--- config.mk ---
export PLATFORM = sky130hd
export DESIGN_NAME = fabric_config_loader
export DESIGN_NICKNAME = d
export VERILOG_FILES = /design/src/rtl/fabric_cfg_pkg.sv /design/src/rtl/fabric_config_loader_cfg_bit_deserializer.sv /design/src/rtl/fabric_config_loader.sv
export SDC_FILE = /design/constraint.sdc
export NUM_CORES = 1
export LEC_CHECK = 0
export ABC_CLOCK_PERIOD_IN_PS = 2410
export CAP_MARGIN = 5
export CORE_ASPECT_RATIO = 0.75
export CORE_MARGIN = 2
export CORE_UTILIZATION = 51
export DETAILED_ROUTE_END_ITERATION = 10
export GPL_TIMING_DRIVEN = 1
export PLACE_DENSITY_LB_ADDON = 0.05
export REMOVE_ABC_BUFFERS = 1
export SKIP_CTS_REPAIR_TIMING = 1
export SLEW_MARGIN = 10
export SYNTH_ARGS = -nofsm -noshare
export SYNTH_HDL_FRONTEND = slang
export SYNTH_SLANG_ARGS = --single-unit
export TNS_END_PERCENT = 1
--- constraint.sdc ---
create_clock -name clock -period 2.41 [get_ports clock]
set_clock_uncertainty 0.15 [all_clocks]
set_input_delay 0.241 -clock clock [delete_from_list [all_inputs] [get_ports clock]]
set_output_delay 0.241 -clock clock [all_outputs]
set_load 0.005 [all_outputs]
--- src/rtl/fabric_cfg_pkg.sv ---
// Shared framing constants, field widths and FSM state codes for the fabric config loader.
package fabric_cfg_pkg;

  localparam logic [7:0] SYNC_BYTE = 8'hA5;
  localparam logic [7:0] END_ADDR  = 8'hFF;

  localparam int ADDR_W         = 8;
  localparam int DATA_W         = 33;
  localparam int DEF_TILE_CFG_W = 33;
  localparam int DEF_SW_CFG_W   = 16;

  localparam logic [2:0] ST_SYNC  = 3'd0;
  localparam logic [2:0] ST_ADDR  = 3'd1;
  localparam logic [2:0] ST_DATA  = 3'd2;
  localparam logic [2:0] ST_PAR   = 3'd3;
  localparam logic [2:0] ST_CHECK = 3'd4;
  localparam logic [2:0] ST_WRITE = 3'd5;
  localparam logic [2:0] ST_DONE  = 3'd6;

  typedef enum logic {
    SEL_TILE   = 1'b0,
    SEL_SWITCH = 1'b1
  } cfg_sel_e;

  // Even parity over a whole frame body (addr, data and the parity bit itself).
  function automatic logic frame_parity_ok(input logic [ADDR_W+DATA_W:0] i_bits);
    return ~(^i_bits);
  endfunction

endpackage

--- src/rtl/fabric_config_loader_cfg_bit_deserializer.sv ---
// MSB-first shift register with a bit counter; o_last flags the final bit of the field.
module cfg_bit_deserializer #(
  parameter int W = 8
) (
  input  logic         clk,
  input  logic         rst_n,
  input  logic         i_clr,
  input  logic         i_shift,
  input  logic         i_bit,
  output logic [W-1:0] o_data,
  output logic         o_last
);

  localparam int CW = $clog2(W + 1);

  logic [CW-1:0] r_cnt;
  logic [W-1:0]  r_sh;
  logic          w_full;

  assign w_full = (r_cnt == CW'(W));
  assign o_last = (r_cnt == CW'(W - 1));
  assign o_data = r_sh;

  // Shift accepted bits in; a full field ignores further shifts until cleared.
  always_ff @(posedge clk or negedge rst_n) begin
    if (!rst_n) begin
      r_sh  <= '0;
      r_cnt <= '0;
    end else if (i_clr) begin
      r_sh  <= '0;
      r_cnt <= '0;
    end else if (i_shift && !w_full) begin
      r_sh  <= {r_sh[W-2:0], i_bit};
      r_cnt <= r_cnt + CW'(1);
    end else begin
      r_sh  <= r_sh;
      r_cnt <= r_cnt;
    end
  end

endmodule

--- src/rtl/fabric_config_loader.sv ---
// Serial configuration loader: hunts for the sync byte, collects addr/data/parity,
// validates the frame and issues one write strobe per good frame.
module fabric_config_loader
  import fabric_cfg_pkg::*;
#(
  parameter int NUM_TILES    = 24,
  parameter int NUM_SWITCHES = 9,
  parameter int TILE_CFG_W   = DEF_TILE_CFG_W
) (
  input  logic                  clock,
  input  logic                  reset_n,
  input  logic                  bs_data,
  input  logic                  bs_valid,
  output logic                  bs_ready,
  input  logic                  restart,
  output logic                  cfg_we,
  output logic                  cfg_sel,
  output logic [6:0]            cfg_index,
  output logic [TILE_CFG_W-1:0] cfg_data,
  output logic                  cfg_done,
  output logic                  cfg_error,
  output logic [7:0]            frame_count
);

  logic [2:0]            r_state, w_next;
  logic [7:0]            r_hunt, w_hunt_next;
  logic                  r_ready, r_we, r_sel, r_done, r_error, r_par;
  logic [6:0]            r_index;
  logic [TILE_CFG_W-1:0] r_data, w_data;
  logic [7:0]            r_count;
  logic [ADDR_W-1:0]     w_addr;
  logic                  w_xfer, w_clr, w_addr_last, w_data_last;
  logic                  w_par_ok, w_is_end, w_in_range;

  assign w_xfer      = bs_valid && r_ready;
  assign w_hunt_next = {r_hunt[6:0], bs_data};
  assign w_clr       = restart || (r_state == ST_SYNC);
  assign w_par_ok    = frame_parity_ok({w_addr, w_data, r_par});
  assign w_is_end    = (w_addr == END_ADDR);
  assign w_in_range  = w_addr[7] ? ({25'd0, w_addr[6:0]} < NUM_SWITCHES)
                                 : ({25'd0, w_addr[6:0]} < NUM_TILES);

  cfg_bit_deserializer #(.W(ADDR_W)) u_addr (
    .clk(clock), .rst_n(reset_n), .i_clr(w_clr),
    .i_shift(w_xfer && (r_state == ST_ADDR)), .i_bit(bs_data),
    .o_data(w_addr), .o_last(w_addr_last)
  );

  cfg_bit_deserializer #(.W(TILE_CFG_W)) u_data (
    .clk(clock), .rst_n(reset_n), .i_clr(w_clr),
    .i_shift(w_xfer && (r_state == ST_DATA)), .i_bit(bs_data),
    .o_data(w_data), .o_last(w_data_last)
  );

  // Next-state decode; restart overrides everything, including a same-cycle bit transfer.
  always_comb begin
    w_next = r_state;
    case (r_state)
      ST_SYNC:  if (w_xfer && (w_hunt_next == SYNC_BYTE)) w_next = ST_ADDR;  else w_next = ST_SYNC;
      ST_ADDR:  if (w_xfer && w_addr_last)                w_next = ST_DATA;  else w_next = ST_ADDR;
      ST_DATA:  if (w_xfer && w_data_last)                w_next = ST_PAR;   else w_next = ST_DATA;
      ST_PAR:   if (w_xfer)                               w_next = ST_CHECK; else w_next = ST_PAR;
      ST_CHECK: begin
        if (!w_par_ok)       w_next = ST_SYNC;
        else if (w_is_end)   w_next = ST_DONE;
        else if (!w_in_range) w_next = ST_SYNC;
        else                 w_next = ST_WRITE;
      end
      ST_WRITE: w_next = ST_SYNC;
      ST_DONE:  w_next = ST_DONE;
      default:  w_next = ST_SYNC;
    endcase
    if (restart) w_next = ST_SYNC;
    else         w_next = w_next;
  end

  // FSM state, sync hunt, status flags and the held write-port registers.
  always_ff @(posedge clock or negedge reset_n) begin
    if (!reset_n) begin
      r_state <= ST_SYNC;  r_ready <= 1'b1;  r_hunt  <= 8'd0;  r_par   <= 1'b0;
      r_we    <= 1'b0;     r_sel   <= 1'b0;  r_index <= 7'd0;  r_data  <= '0;
      r_done  <= 1'b0;     r_error <= 1'b0;  r_count <= 8'd0;
    end else if (restart) begin
      r_state <= ST_SYNC;  r_ready <= 1'b1;  r_hunt  <= 8'd0;  r_we <= 1'b0;
      r_done  <= 1'b0;     r_error <= 1'b0;  r_count <= 8'd0;
    end else begin
      r_state <= w_next;
      r_ready <= (w_next == ST_SYNC) || (w_next == ST_ADDR) ||
                 (w_next == ST_DATA) || (w_next == ST_PAR);
      r_we    <= (w_next == ST_WRITE);
      if (r_state != ST_SYNC) r_hunt <= 8'd0;
      else if (w_xfer)        r_hunt <= w_hunt_next;
      else                    r_hunt <= r_hunt;
      if ((r_state == ST_PAR) && w_xfer) r_par <= bs_data;
      else                               r_par <= r_par;
      if (w_next == ST_WRITE) begin
        r_sel   <= w_addr[7] ? SEL_SWITCH : SEL_TILE;
        r_index <= w_addr[6:0];
        r_data  <= w_data;
      end else begin
        r_sel   <= r_sel;
        r_index <= r_index;
        r_data  <= r_data;
      end
      if ((r_state == ST_CHECK) && (!w_par_ok || (!w_is_end && !w_in_range))) r_error <= 1'b1;
      else                                                                   r_error <= r_error;
      if ((r_state == ST_CHECK) && w_par_ok && w_is_end) r_done <= 1'b1;
      else                                               r_done <= r_done;
      if ((r_state == ST_WRITE) && (r_count != 8'hFF)) r_count <= r_count + 8'd1;
      else                                             r_count <= r_count;
    end
  end

  // A restart landing on the strobe cycle must still block the fabric write.
  assign cfg_we      = r_we && !restart;
  assign bs_ready    = r_ready;
  assign cfg_sel     = r_sel;
  assign cfg_index   = r_index;
  assign cfg_data    = r_data;
  assign cfg_done    = r_done;
  assign cfg_error   = r_error;
  assign frame_count = r_count;

endmodule

==> qor.yml <==
post-route-worst-setup-slack_ns: -0.2896
worstPathArrival_ns: 2.83
fp.dieH_um: 91.93
drt.antenna.violating_nets: 0
grt_use_total_pct: 21.83
tritoncts.num_buffers: 17
share_clk_of_total_power_pct: 56.4
ios: 58
port_buffers: 57
std_cell_rows: 32
detail_route.wl_per_cell_um: 14.99
finalSetupViolations: 46
crit_top_cell: "sky130_fd_sc_hd__xnor2_1"
grt_setup_unrepaired: "true"
clock_tree.buffer_depth: 2
worstPathRequired_ns: 2.54
max_freq_mhz: 370.4
gr-total-overflow: 0
dp.cells: 692
netlist.top_cell.by_area: "sky130_fd_sc_hd__dfrtp_1"
worstSetupEndpointType: "register"
synth_largest_type_area_fraction_pct: 54.26
synth_cell_types: 45
met2RoutedLength_mm: 5.057
detailed_routing_iterations_pass_1: 5
first_global_vias: 3871
synthCells: 476
p_leak_nw: 3.147
synth-async-reset-ratio_pct: 100.0
power.internal_mw: 3.734
grt_pass1_wl_mm: 18.89
postRouteWirelength_mm: 10.89
tritoncts: "done"
synth_enable_flop_cells: 0
initialDrtViolationCount: 215
timing.setup.tns_ns: -11.09
timing.final.max_slew_violations: 0
die_x_um: 121.2
detailroute.via_count: 3734
initial_core_util_pct: 51.70
layout.nets: 592
number_of_antenna_violations_at_the_first_check_in_global_routing: 0
wl_met1_mm: 5.269
cp_slowest_cell: "sky130_fd_sc_hd__xnor3_1"
postLayoutCoreUtil_pct: 68.41
period_minus_slack_ns: 2.700
vias_per_cell: 5.143
fp.coreArea_um2: 10170
max_slew_margin_pct: 60.73
flow.area_growth_from_synthesis_pct: 32.32
met3RoutedLength_um: 434
postSynthRegisterBits: 115
synth_sequential_area_ratio_pct: 54.76
top_routing_layer_in_use: "met4"
clock_tree.htree_level_count: 4
share_seq_of_total_power_pct: 41.8
worst_slew_pin_slew_ns: 0.5891
fraction_of_power_spent_switching_nets_pct: 19.36
cts_root_buf: "sky130_fd_sc_hd__clkbuf_16"
status: "complete, but fails checks"
clkSlewWorstSetupHoldPaths_ns: 0.05
max_cap_viol_count: 0
source_to_sink_clock_delay_at_the_later_pin_of_the_worst_skew_pair_ns: 0.40
synthesis.yosys.warnings: 0
remaining_drc_errors: 0
failed_checks: "negative setup slack"
netSwitchingPower_mw: 0.8965
cp_max_fo: 13
max_stage_delay_ns: 0.42
peakVddDrop_uv: 464.8
pwr-share-comb_pct: 1.7
min-delay-path-class: "in2async"
totalPowerFinal_mw: 4.631
placed_wire_length_estimate_mm: 7.220
synth_area_leaders: "sky130_fd_sc_hd__dfrtp_1, sky130_fd_sc_hd__mux2_2, sky130_fd_sc_hd__nand2_1"
gp_congestion: 0.7999
cts_sinks: 115
critical_path_cell_by_cell: "xor2_1 -> xnor2_1 -> xnor2_1 -> buf_4 -> xnor3_1 -> xnor2_2 -> nand3_4 -> buf_12 -> mux2_4"
layoutNonFillerInstCount: 726
setup.worst_path.start_class: "register"
grt_max_degree: 52
antenna-diode-count: 0
synthesis.area_per_instance_um2: 11.05
final_layout_size_suffix_gt1_share_pct: 22.20
finalHoldViolations: 0
mostFrequentLayoutCells: "sky130_fd_sc_hd__dfrtp_1, sky130_fd_sc_hd__nand2_1, sky130_fd_sc_hd__clkdlybuf4s50_1, sky130_fd_sc_hd__a21oi_1, sky130_fd_sc_hd__buf_4"
dominantRegCellSynth: "sky130_fd_sc_hd__dfrtp_1"
worstSetupPathType: "reg2reg"
design.die.area_um2: 11150
timing.final.crit_share_pct: 112.0
synthesis.area_um2: 5258
cellPowerDensity_nw_per_um2: 665.7
layout_commonest_cell: "sky130_fd_sc_hd__dfrtp_1"
==> cell type report <==
cell class                 instances  area (um2)
sequential                       115        2879
fill                             770        3213
multi-input combinational        328        2230
clock buffer                      22       464.2
timing repair buffer             108        1032
clock inverter                    10       155.1
tap                              136       170.2
inverter                           7       26.28
==> worst max-delay path: cells and delay by family (launching register included) <==
family / cells / cell delay, ns
XOR/XNOR: 5 / 1.24
flip-flops: 1 / 0.39
multiplexers: 1 / 0.29
buffers and inverters: 2 / 0.35
AND/OR/NAND/NOR: 1 / 0.16
==> sequential cells by signal, summed over array words and instances, names as in the netlist <==
register / count
u_addr.o_data: 8
r_par: 1
cfg_index: 7
bs_ready: 1
cfg_done: 1
u_addr.r_cnt: 4
r_we: 1
u_data.o_data: 33
cfg_data: 33
frame_count: 8
cfg_sel: 1
u_data.r_cnt: 6
r_hunt: 7
r_state: 3
cfg_error: 1
==> stage by stage <==
step,worst slack [ns],area [um2],hold slack [ns]
floorplan,-1.558,5100,-0.2046
global placement,-0.2739,6294,0.1301
detailed placement,-0.2884,6294,0.1360
CTS,-0.3325,6913,-0.2959
global route,-0.4256,6957,0.2872
finish,-0.2896,6957,0.2306
==> layer usage <==
layer | vias up | global-route usage (%)
li1 | 1799 | -
met1 | 1841 | 31.20
met2 | 80 | 32.63
met3 | 14 | 5.535
met4 | 0 | 7.375
met5 | - | 0
==> power groups by stage <==
stage / registers [mW] / logic (mW) / clock network (mW)
after floorplan: 1.97 / 0.0113 / 0
after global placement: 1.97 / 0.0812 / 0
after detailed placement: 1.97 / 0.0818 / 0
after CTS: 1.94 / 0.0819 / 2.66
after global routing: 1.94 / 0.0928 / 2.75
final: 1.94 / 0.0805 / 2.61
==> kinds of logic (layout without fill, tap and decap cells) <==
group | Yosys count | count (layout) | synth area share, %
simple gates | 156 | 156 | 13.14
flops | 115 | 115 | 54.76
buf+inv | 33 | 147 | 3.498
xor+xnor | 50 | 50 | 8.734
mux | 51 | 51 | 11.02
compound gates | 61 | 61 | 6.473
fa+ha+maj | 10 | 10 | 2.380
==> synthesized netlist by cell type, types with 2 or more instances <==
| master | count |
|---|---|
| sky130_fd_sc_hd__a211oi_1 | 2 |
| sky130_fd_sc_hd__a21oi_1 | 45 |
| sky130_fd_sc_hd__a31oi_1 | 4 |
| sky130_fd_sc_hd__and2_1 | 3 |
| sky130_fd_sc_hd__and3_1 | 3 |
| sky130_fd_sc_hd__buf_1 | 3 |
| sky130_fd_sc_hd__buf_6 | 4 |
| sky130_fd_sc_hd__clkbuf_1 | 16 |
| sky130_fd_sc_hd__clkbuf_8 | 3 |
| sky130_fd_sc_hd__dfrtp_1 | 114 |
| sky130_fd_sc_hd__ha_1 | 10 |
| sky130_fd_sc_hd__inv_1 | 7 |
| sky130_fd_sc_hd__mux2_2 | 35 |
| sky130_fd_sc_hd__mux2_4 | 5 |
| sky130_fd_sc_hd__mux2i_1 | 11 |
| sky130_fd_sc_hd__nand2_1 | 93 |
| sky130_fd_sc_hd__nand3_1 | 5 |
| sky130_fd_sc_hd__nand4_1 | 3 |
| sky130_fd_sc_hd__nor2_1 | 29 |
| sky130_fd_sc_hd__nor2b_1 | 2 |
| sky130_fd_sc_hd__nor3_1 | 4 |
| sky130_fd_sc_hd__nor3b_1 | 3 |
| sky130_fd_sc_hd__nor4b_1 | 2 |
| sky130_fd_sc_hd__o21ai_0 | 3 |
| sky130_fd_sc_hd__xnor2_1 | 34 |
| sky130_fd_sc_hd__xor2_1 | 14 |
==> path summary, 6_finish.rpt <==
| check | startpoint | end | slack (ns) | cells after the start |
|---|---|---|---|---|
| max in group asynchronous | reset_n | bs_ready$_DFF_PN1_ | 1.20 | 3 |
| hold reg to reg | cfg_index[5]$_DFFE_PN0P_ | cfg_index[5]$_DFFE_PN0P_ | 0.33 | 1 |
| hold / removal | reset_n | cfg_index[6]$_DFFE_PN0P_ | 0.23 | 2 |
| setup reg to reg | u_data.o_data[12]$_DFFE_PN0P_ | cfg_data[7]$_DFFE_PN0P_ | -0.29 | 9 |
| setup / recovery | u_data.o_data[12]$_DFFE_PN0P_ | cfg_data[7]$_DFFE_PN0P_ | -0.29 | 9 |
| min in group clock | cfg_index[5]$_DFFE_PN0P_ | cfg_index[5]$_DFFE_PN0P_ | 0.33 | 1 |
(Power assumes the default switching activity.)
